File: config.mk
export PLATFORM = sky130hd
export DESIGN_NAME = rf_write_arbiter
export DESIGN_NICKNAME = d
export VERILOG_FILES = /design/src/rtl/rf_write_arbiter.sv
export SDC_FILE = /design/constraint.sdc
export NUM_CORES = 1
export LEC_CHECK = 0
export ABC_AREA = 1
export CAP_MARGIN = 10
export CORE_UTILIZATION = 33
export DETAILED_ROUTE_END_ITERATION = 7
export MAX_ROUTING_LAYER = met4
export PLACE_DENSITY = 0.81
export RECOVER_POWER = 100
export SKIP_CTS_REPAIR_TIMING = 1
export SLEW_MARGIN = 20
export SYNTH_ARGS = -nofsm -noshare
export SYNTH_HDL_FRONTEND = slang
export SYNTH_SLANG_ARGS = --single-unit
export TNS_END_PERCENT = 5
File: constraint.sdc
create_clock -name gclk -period 1.5 [get_ports gclk]
set_input_delay 0.45 -clock gclk [delete_from_list [all_inputs] [get_ports gclk]]
set_output_delay 0.45 -clock gclk [all_outputs]
set_load 0.005 [all_outputs]
File: src/rtl/rf_write_arbiter.sv
// rf_write_arbiter: shares the single RegFile write port between two writeback sources.
// Source A is the ALU and source B is the load/store unit. Conflicts are resolved round-robin.
// The RegFile write controls are registered, so a write lands one cycle after it is accepted.
// Optional feature macro: RF_WRITE_BYPASS_EN. When it is defined, the registered write is
// forwarded to read ports A/B so the core does not see the one-cycle write latency.
//
// Handshake (both sources): a transfer happens when x_valid & x_ready are both high in the
// same cycle. x_ready is combinational and depends on x_valid. Until ready is seen, the source
// holds valid, addr and data stable. A source may drop valid before ready to withdraw its
// request, in which case no write happens. At most one transfer occurs per cycle.
module rf_write_arbiter #(
  parameter int WORD_WIDTH        = 16,
  parameter int REG_ADDR_WIDTH    = 3,
  parameter int ZERO_REG_WRITABLE = 0,
  parameter int CNT_WIDTH         = 8
) (
  input  logic                      gclk,
  input  logic                      PowerOn,
  input  logic                      hold,
  input  logic                      a_valid,
  output logic                      a_ready,
  input  logic [REG_ADDR_WIDTH-1:0] a_addr,
  input  logic [WORD_WIDTH-1:0]     a_data,
  input  logic                      b_valid,
  output logic                      b_ready,
  input  logic [REG_ADDR_WIDTH-1:0] b_addr,
  input  logic [WORD_WIDTH-1:0]     b_data,
  output logic                      rf_we,
  output logic [REG_ADDR_WIDTH-1:0] rf_waddr,
  output logic [WORD_WIDTH-1:0]     rf_wdata,
  input  logic [REG_ADDR_WIDTH-1:0] rd_addr_a,
  input  logic [REG_ADDR_WIDTH-1:0] rd_addr_b,
  input  logic [WORD_WIDTH-1:0]     rf_rdata_a,
  input  logic [WORD_WIDTH-1:0]     rf_rdata_b,
  output logic [WORD_WIDTH-1:0]     rdata_a,
  output logic [WORD_WIDTH-1:0]     rdata_b,
  output logic [CNT_WIDTH-1:0]      conflicts
);

  // last_grant encoding: 0 = A was granted last, 1 = B was granted last
  localparam logic GRANT_A = 1'b0;
  localparam logic GRANT_B = 1'b1;

  logic                      last_grant_q, last_grant_d;
  logic                      rf_we_q, rf_we_d;
  logic [REG_ADDR_WIDTH-1:0] rf_waddr_q, rf_waddr_d;
  logic [WORD_WIDTH-1:0]     rf_wdata_q, rf_wdata_d;
  logic [CNT_WIDTH-1:0]      conflicts_q, conflicts_d;

  logic                      grant_a, grant_b;
  logic                      both_valid;
  logic [REG_ADDR_WIDTH-1:0] sel_addr;
  logic [WORD_WIDTH-1:0]     sel_data;
  logic                      sel_we;

  assign both_valid = a_valid & b_valid;

  // Grant: hold and reset block both sources. A single requester always wins. On a
  // conflict, the source that was not granted last wins.
  always_comb begin
    grant_a = 1'b0;
    grant_b = 1'b0;
    if (!PowerOn && !hold) begin
      if (both_valid) begin
        grant_a = (last_grant_q == GRANT_B);
        grant_b = (last_grant_q == GRANT_A);
      end else begin
        grant_a = a_valid;
        grant_b = b_valid;
      end
    end
  end

  assign a_ready = grant_a;
  assign b_ready = grant_b;

  // Select the winning write. A write to R0 is accepted but becomes a no-op unless R0 is writable.
  always_comb begin
    sel_addr = grant_b ? b_addr : a_addr;
    sel_data = grant_b ? b_data : a_data;
    sel_we   = (ZERO_REG_WRITABLE != 0) || (sel_addr != '0);
  end

  // Next-state logic for the write registers, the round-robin pointer and the conflict counter
  always_comb begin
    rf_we_d      = 1'b0;
    rf_waddr_d   = rf_waddr_q;
    rf_wdata_d   = rf_wdata_q;
    last_grant_d = last_grant_q;
    conflicts_d  = conflicts_q;
    if (grant_a || grant_b) begin
      rf_we_d      = sel_we;
      rf_waddr_d   = sel_addr;
      rf_wdata_d   = sel_data;
      last_grant_d = grant_b ? GRANT_B : GRANT_A;
    end
    if (!hold && both_valid && (conflicts_q != '1)) begin
      conflicts_d = conflicts_q + 1'b1;
    end
  end

  // State registers. Reset drops any write that is registered but not yet committed.
  always_ff @(posedge gclk) begin
    if (PowerOn) begin
      rf_we_q      <= 1'b0;
      rf_waddr_q   <= '0;
      rf_wdata_q   <= '0;
      last_grant_q <= GRANT_B;
      conflicts_q  <= '0;
    end else begin
      rf_we_q      <= rf_we_d;
      rf_waddr_q   <= rf_waddr_d;
      rf_wdata_q   <= rf_wdata_d;
      last_grant_q <= last_grant_d;
      conflicts_q  <= conflicts_d;
    end
  end

  assign rf_we     = rf_we_q;
  assign rf_waddr  = rf_waddr_q;
  assign rf_wdata  = rf_wdata_q;
  assign conflicts = conflicts_q;

`ifdef RF_WRITE_BYPASS_EN
  // Forward the in-flight write to readers of the same register. A write to R0 never
  // matches here when R0 is not writable, because rf_we stays 0 for it.
  always_comb begin
    rdata_a = (rf_we_q && (rf_waddr_q == rd_addr_a)) ? rf_wdata_q : rf_rdata_a;
    rdata_b = (rf_we_q && (rf_waddr_q == rd_addr_b)) ? rf_wdata_q : rf_rdata_b;
  end
`else
  // Pure pass-through. The core stalls one cycle on a read-after-write hazard.
  always_comb begin
    rdata_a = rf_rdata_a;
    rdata_b = rf_rdata_b;
  end

  // The read addresses only matter for bypassing
  logic unused_rd_addr;
  assign unused_rd_addr = ^{rd_addr_a, rd_addr_b};
`endif

endmodule
==> results of run 1 <==
-- critical path: stages --
cell	delay, ns
dlymetal6s2s_1	0.20
nand2_2	0.11
nand3_4	0.09
inv_2	0.05
buf_6	0.11
-- where the power goes --
part	switching [mW]	total [mW]	internal (mW)
Combinational	0.138	0.331	0.194
Clock	0.303	0.843	0.540
Sequential	0.0172	0.820	0.803
-- layout make-up --
| cell class | count | area [um^2] |
|---|---|---|
| sequential | 29 | 583 |
| fill | 551 | 2610 |
| tap | 70 | 87.6 |
| inverter | 37 | 139 |
| multi-input combinational | 170 | 766 |
| clock inverter | 2 | 37.5 |
| clock buffer | 6 | 82.6 |
| timing repair buffer | 85 | 835 |
-- cell usage after synthesis --
cell	instances
nand3_4	2
and2_1	2
o21ai_1	3
clkbuf_1	2
nor2_1	62
nor2_2	2
nand2_4	1
inv_1	26
nand2_2	2
nand4_1	4
nand3b_1	1
nor3_1	1
xor2_1	1
inv_2	11
o21ai_2	1
buf_4	34
nand3_1	7
nand2_1	66
dfxtp_1	29
nor2_4	1
a21oi_1	11
o211ai_1	1
buf_6	3
o21ai_0	1
ha_1	1
-- stage by stage --
step	setup slack [ns]	hold slack (ns)	area, um^2	utilization [%]	power, mW
finish	0.0434	0.463	2530	49.2	1.99
floorplan	0.130	0.456	1780	-	1.03
detailed placement	-0.734	0.454	2400	46.7	1.18
global route	0.000589	0.481	2530	49.2	2.10
global placement	-0.714	0.449	2400	46.7	1.18
CTS	-0.737	0.465	2520	49.0	2.03
-- cell usage in the layout (no fill, tap or decap), types with 2 or more instances in the layout --
master and n:
a21oi_1 11, buf_4 12, buf_6 2, clkbuf_2 2, clkbuf_8 6, clkdlybuf4s25_1 22, clkdlybuf4s50_1 38, dfxtp_1 27
dfxtp_2 2, dlymetal6s2s_1 6, inv_1 25, inv_2 12, nand2_1 64, nand2_2 4, nand3_1 7, nand3_4 2
nand4_1 4, nor2_1 62, nor2_2 2, o21ai_1 3
-- cell families (layout without fill, tap and decap cells) --
group / after synthesis / count (layout) / share of synthesized area (%)
adder cells (fa/ha/maj): 1 / 1 / 0.704
XOR/XNOR: 1 / 1 / 0.493
flip-flops: 29 / 29 / 32.7
AO/OA/AOI/OAI: 17 / 17 / 5.14
buffers and inverters: 76 / 130 / 24.5
AND/OR/NAND/NOR: 151 / 151 / 36.5
-- registers in the layout, summed over array words and instances (netlist names) --
name and flops:
rf_waddr 3, conflicts 8, rf_we 1, last_grant_q 1
rf_wdata 16
-- final timing paths --
kind,start,endpoint,slack (ns),depth (start not counted)
min,rf_wdata[8],rf_wdata[8],0.46,2
max,b_valid,a_ready,0.04,5
max reg2reg,conflicts[0],conflicts[7],0.13,8
min reg2reg,rf_wdata[8],rf_wdata[8],0.46,2
-- routing by layer --
metal  up-vias  global-route usage [%]
met5         -                       -
met4         0                    5.14
met3         4                    3.57
met2        58                    28.0
met1       748                    18.1
li1        897                       -
==> impl_results.md, run 1 <==
- Peak supply drop: 511 uV
- Synth top area share: 32.7%
- Row Count: 26
- Num ports: 143
- Layout cells sized above 1: 15.2%
- Pwr Density: 788 nW/um^2
- Vias: 1,707
- First-iteration detailed-routing DRC count: 49
- Ys Warns: 0
- Routed length on met2: 2340 um
- Nets@finish: 410
- Clk Latency, worst-skew pair: 0.27 ns
- Yosys cell types: 25
- Register clock-pin slew on the reported worst setup and hold paths: 0.07 ns
- WP data arrival: 1.01 ns
- TritonCTS clock tree: done
- Area contributors post-synth: dfxtp_1 33%, buf_4 14%, nand2_1 14%
- Post-detail-place hpwl: 3270 um
- Syn avg cell area: 6.46 um^2
- Die ar.: 5680 um^2
- GP Congestion: 0.839
- Antenna viol nets, final: 0
- Clk buf depth: 2
- Vias in the first global route: 1,498
- WL met1: 1800 um
- FF+latch count, synth: 29
- Min cycle time layout: 1.46 ns
- CP required: 1.05 ns
- Total CTS buffers: 5
- Final setup skew: 0.00364 ns
- Non-filler instance count after layout: 399
- DR top layer: met4
- GRT Util Overall: 16.0%
- Setup_tns: 0 ns
- Pin count of the biggest net entering global routing: 23
- Fin. Hold Viols: 0
- Drt first pass iters: 4
- CTS root buf: clkbuf_8
- WL/cell: 11.1 um
- Endpoints failing setup: 0
- WL final: 4430 um
- Congestion Overflow GR: 0
- Core Area: 5140 um^2
- Worst-Margin Slew: 0.265 ns
- Number of diodes: 0
- Crit. End Element: primary output
- Synth-to-layout area growth: 42.4%
- Mapped Cells: 275
- H-Tree Depth: 2
- Initial antenna violation count: 0
- Placed Cells: 391
- Slew headroom: 82.2%
- Die H: 75.4 um
- Critical Path Fanout Max: 3
- Metal3 WL: 266 um
- Post-synth top area cell: dfxtp_1
- Tcrit/Tclk final: 97.1%
- Leakage: 1.20 nW
- Initial core utilization: 34.6%
- Die width: 75.4 um
- Synth Cell Area: 1780 um^2
- Status: finished, final reports clean
- Max Clk Rate: 687 MHz
- Vias per cell: 4.28
- Final Max Tran Viols: 0
- Kind of critical path: input port to primary output
- Syn_nets: 357
- Drt drc: 0
- First-pass GRT wire length: 6630 um
- RSZ-0062 raised after global routing: no
- CP Launch Type: input port
- CTS Sinks: 29
- PortBufs: 72
- Max-cap viol count: 0
- Tightest Hold Check Type: register to register
- Seq/Total Area, Yosys: 32.7%
(Power assumes the default switching activity.)
==> inputs of run 2 (changes only) <==
--- a/config.mk
+++ b/config.mk
@@ -7,9 +7,9 @@
 export LEC_CHECK = 0
 export ABC_AREA = 1
 export CAP_MARGIN = 10
+export CORE_MARGIN = 2
 export CORE_UTILIZATION = 33
 export DETAILED_ROUTE_END_ITERATION = 7
-export MAX_ROUTING_LAYER = met4
 export PLACE_DENSITY = 0.81
 export RECOVER_POWER = 100
 export SKIP_CTS_REPAIR_TIMING = 1
==> impl_results.md, run 2 (same netlist as run 1, synthesis figures left out) <==
- Number of diodes: 0 (unchanged)
- Congestion Overflow GR: 0 (unchanged)
- Worst path depth: 1 (-4)
- Placed cell area: 2410 um^2 (+0.52%)
- CP Launch Type: register
- Max FFs per register: 16 (unchanged)
- Nets@finish: 411 (+0.24%)
- Pwr Total: 1.76 mW (-12%)
- TritonCTS clock tree: done
- Tcrit/Tclk final: 106% (+9.0 points)
- Initial antenna violation count: 0 (unchanged)
- Storage element area: 587 um^2 (+0.64%)
- Reg2reg path depth: 8 (unchanged)
- Min cycle time layout: 1.59 ns (+0.136 ns)
- H-Tree Depth: 2 (unchanged)
- Synth-to-layout area growth: 41.0%
- Leakage: 1.20 nW (-0.46%)
- Vias in the first global route: 1,627 (+8.6%)
- Highest cell delay on the worst timing path: 0.50 ns (+0.30 ns)
- WL final: 4380 um (-1.1%)
- PortBufs: 72 (unchanged)
- Tightest Hold Check Type: register to register
- Pwr Density: 703 nW/um^2 (-11%)
- Die ar.: 5990 um^2 (+5.4%)
- Kind of critical path: register to primary output
- Final Cell Area: 2500 um^2 (-0.99%)
- First-pass GRT wire length: 7100 um (+7.1%)
- Critical Path Fanout Max: 6 (+3)
- Final setup skew: 0.00409 ns (+0.000453 ns)
- Peak supply drop: 332 uV (-35%)
- GP Congestion: 0.831 (-0.94%)
- GRT Util Overall: 14.8% (-1.2 points)
- Worst-Margin Slew: 0.497 ns (+0.232 ns)
- Non-filler instance count after layout: 400 (+0.25%)
- Failing checks: negative setup slack
- Clk Latency, worst-skew pair: 0.27 ns (about the same)
- Num ports: 143 (unchanged)
- Vias: 1,703 (-0.23%)
- Area occupied by multi-input gates: 761 um^2 (-0.65%)
- Fin. Hold Viols: 0 (unchanged)
- Core Area: 5140 um^2 (unchanged)
- Post-detail-place hpwl: 3250 um (-0.44%)
- First-iteration detailed-routing DRC count: 47 (-4.1%)
- WL/cell: 11.0 um (-1.4%)
- Critical-path top delay cell: clkdlybuf4s50_1
- Pin count of the biggest net entering global routing: 23 (unchanged)
- Slew headroom: 66.9% (-15 points)
- Crit. End Element: primary output
- Most common cell after layout, fill and taps aside: nand2_1
- WP data arrival: 1.14 ns (+0.13 ns)
- CTS Sinks: 29 (unchanged)
- Cell family with most CP delay: buffers and inverters
- Hold Crit Depth: 2 (unchanged)
- Die H: 77.4 um (+2.7%)
- Final Worst Setup Slack: -0.0923 ns (-0.136 ns)
- Row Count: 26 (unchanged)
- Die width: 77.4 um (+2.7%)
- Clk buf depth: 2 (unchanged)
- Max-cap viol count: 0 (unchanged)
- Total CTS buffers: 5 (unchanged)
- Register clock-pin slew on the reported worst setup and hold paths: 0.06 ns (about the same)
- RSZ-0062 raised after global routing: yes
- CP required: 1.05 ns (about the same)
- Max Clk Rate: 628 MHz (-8.5%)
- Drt drc: 0 (unchanged)
- Buf+Inv Stages, Crit Path: 1 (-2)
- Status: finished, violations left
- Endpoints failing setup: 8 (+8)
- Layout cells sized above 1: 14.5% (-0.65 points)
- Commonest non-fill, non-tap cells in the layout: 66 x nand2_1, 62 x nor2_1, 39 x clkdlybuf4s50_1
- Vias per cell: 4.26 (-0.48%)
- Placed Cells: 391 (unchanged)
- Fillcell total: 541 (-1.8%)
- CTS root buf: clkbuf_8
- Final Max Tran Viols: 0 (unchanged)
- Drt first pass iters: 4 (unchanged)
- Initial core utilization: 34.6% (unchanged)
- Critical path, cell by cell: clkdlybuf4s50_1
- Antenna viol nets, final: 0 (unchanged)
-- run 2: layout make-up --
type	instances	area share (%)
clock buffers	6	2.90
clock inverters	2	0.400
inverters	37	5.64
multi-input cells	170	30.4
flip-flops and latches	29	23.4
well taps	70	3.50
repair buffers	86	33.8
-- run 2: metal layers --
layer  track usage, %  vias to the layer above  share of wire [%]
li1                 -                      901                  -
met3             5.35                        6                6.3
met1             14.7                      740                 40
met5                0                        -                  0
met4             5.00                        0                1.0
met2             28.3                       56                 52
-- run 2: worst paths after layout --
check                             startpoint           end  slack, ns
worst max-delay path            conflicts[0]  conflicts[0]      -0.09
worst min-delay path             rf_wdata[9]   rf_wdata[9]       0.46
worst max register to register  conflicts[0]  conflicts[7]       0.01
worst min register to register   rf_wdata[9]   rf_wdata[9]       0.46
-- run 2: per-stage QoR --
| step | setup TNS (ns) | setup slack [ns] | hold slack [ns] | utilization [%] |
|---|---|---|---|---|
| final | -0.151 | -0.0923 | 0.459 | 48.7 |
| after detailed placement | -12.52 | -0.726 | 0.451 | 46.9 |
| after global routing | -2.13 | -0.138 | 0.483 | 48.7 |
| after CTS | -7.24 | -0.733 | 0.461 | 48.5 |
| after global placement | -11.76 | -0.721 | 0.449 | 46.9 |
| after floorplan | 0 | 0.130 | 0.456 | - |
-- run 2: power breakdown --
part	internal [mW]	leakage [nW]	total (mW)	switching [mW]
Clock	0.320	0.0450	0.605	0.284
Sequential	0.803	0.237	0.820	0.0169
Combinational	0.198	0.914	0.336	0.138
Total	1.32	1.20	1.76	0.439
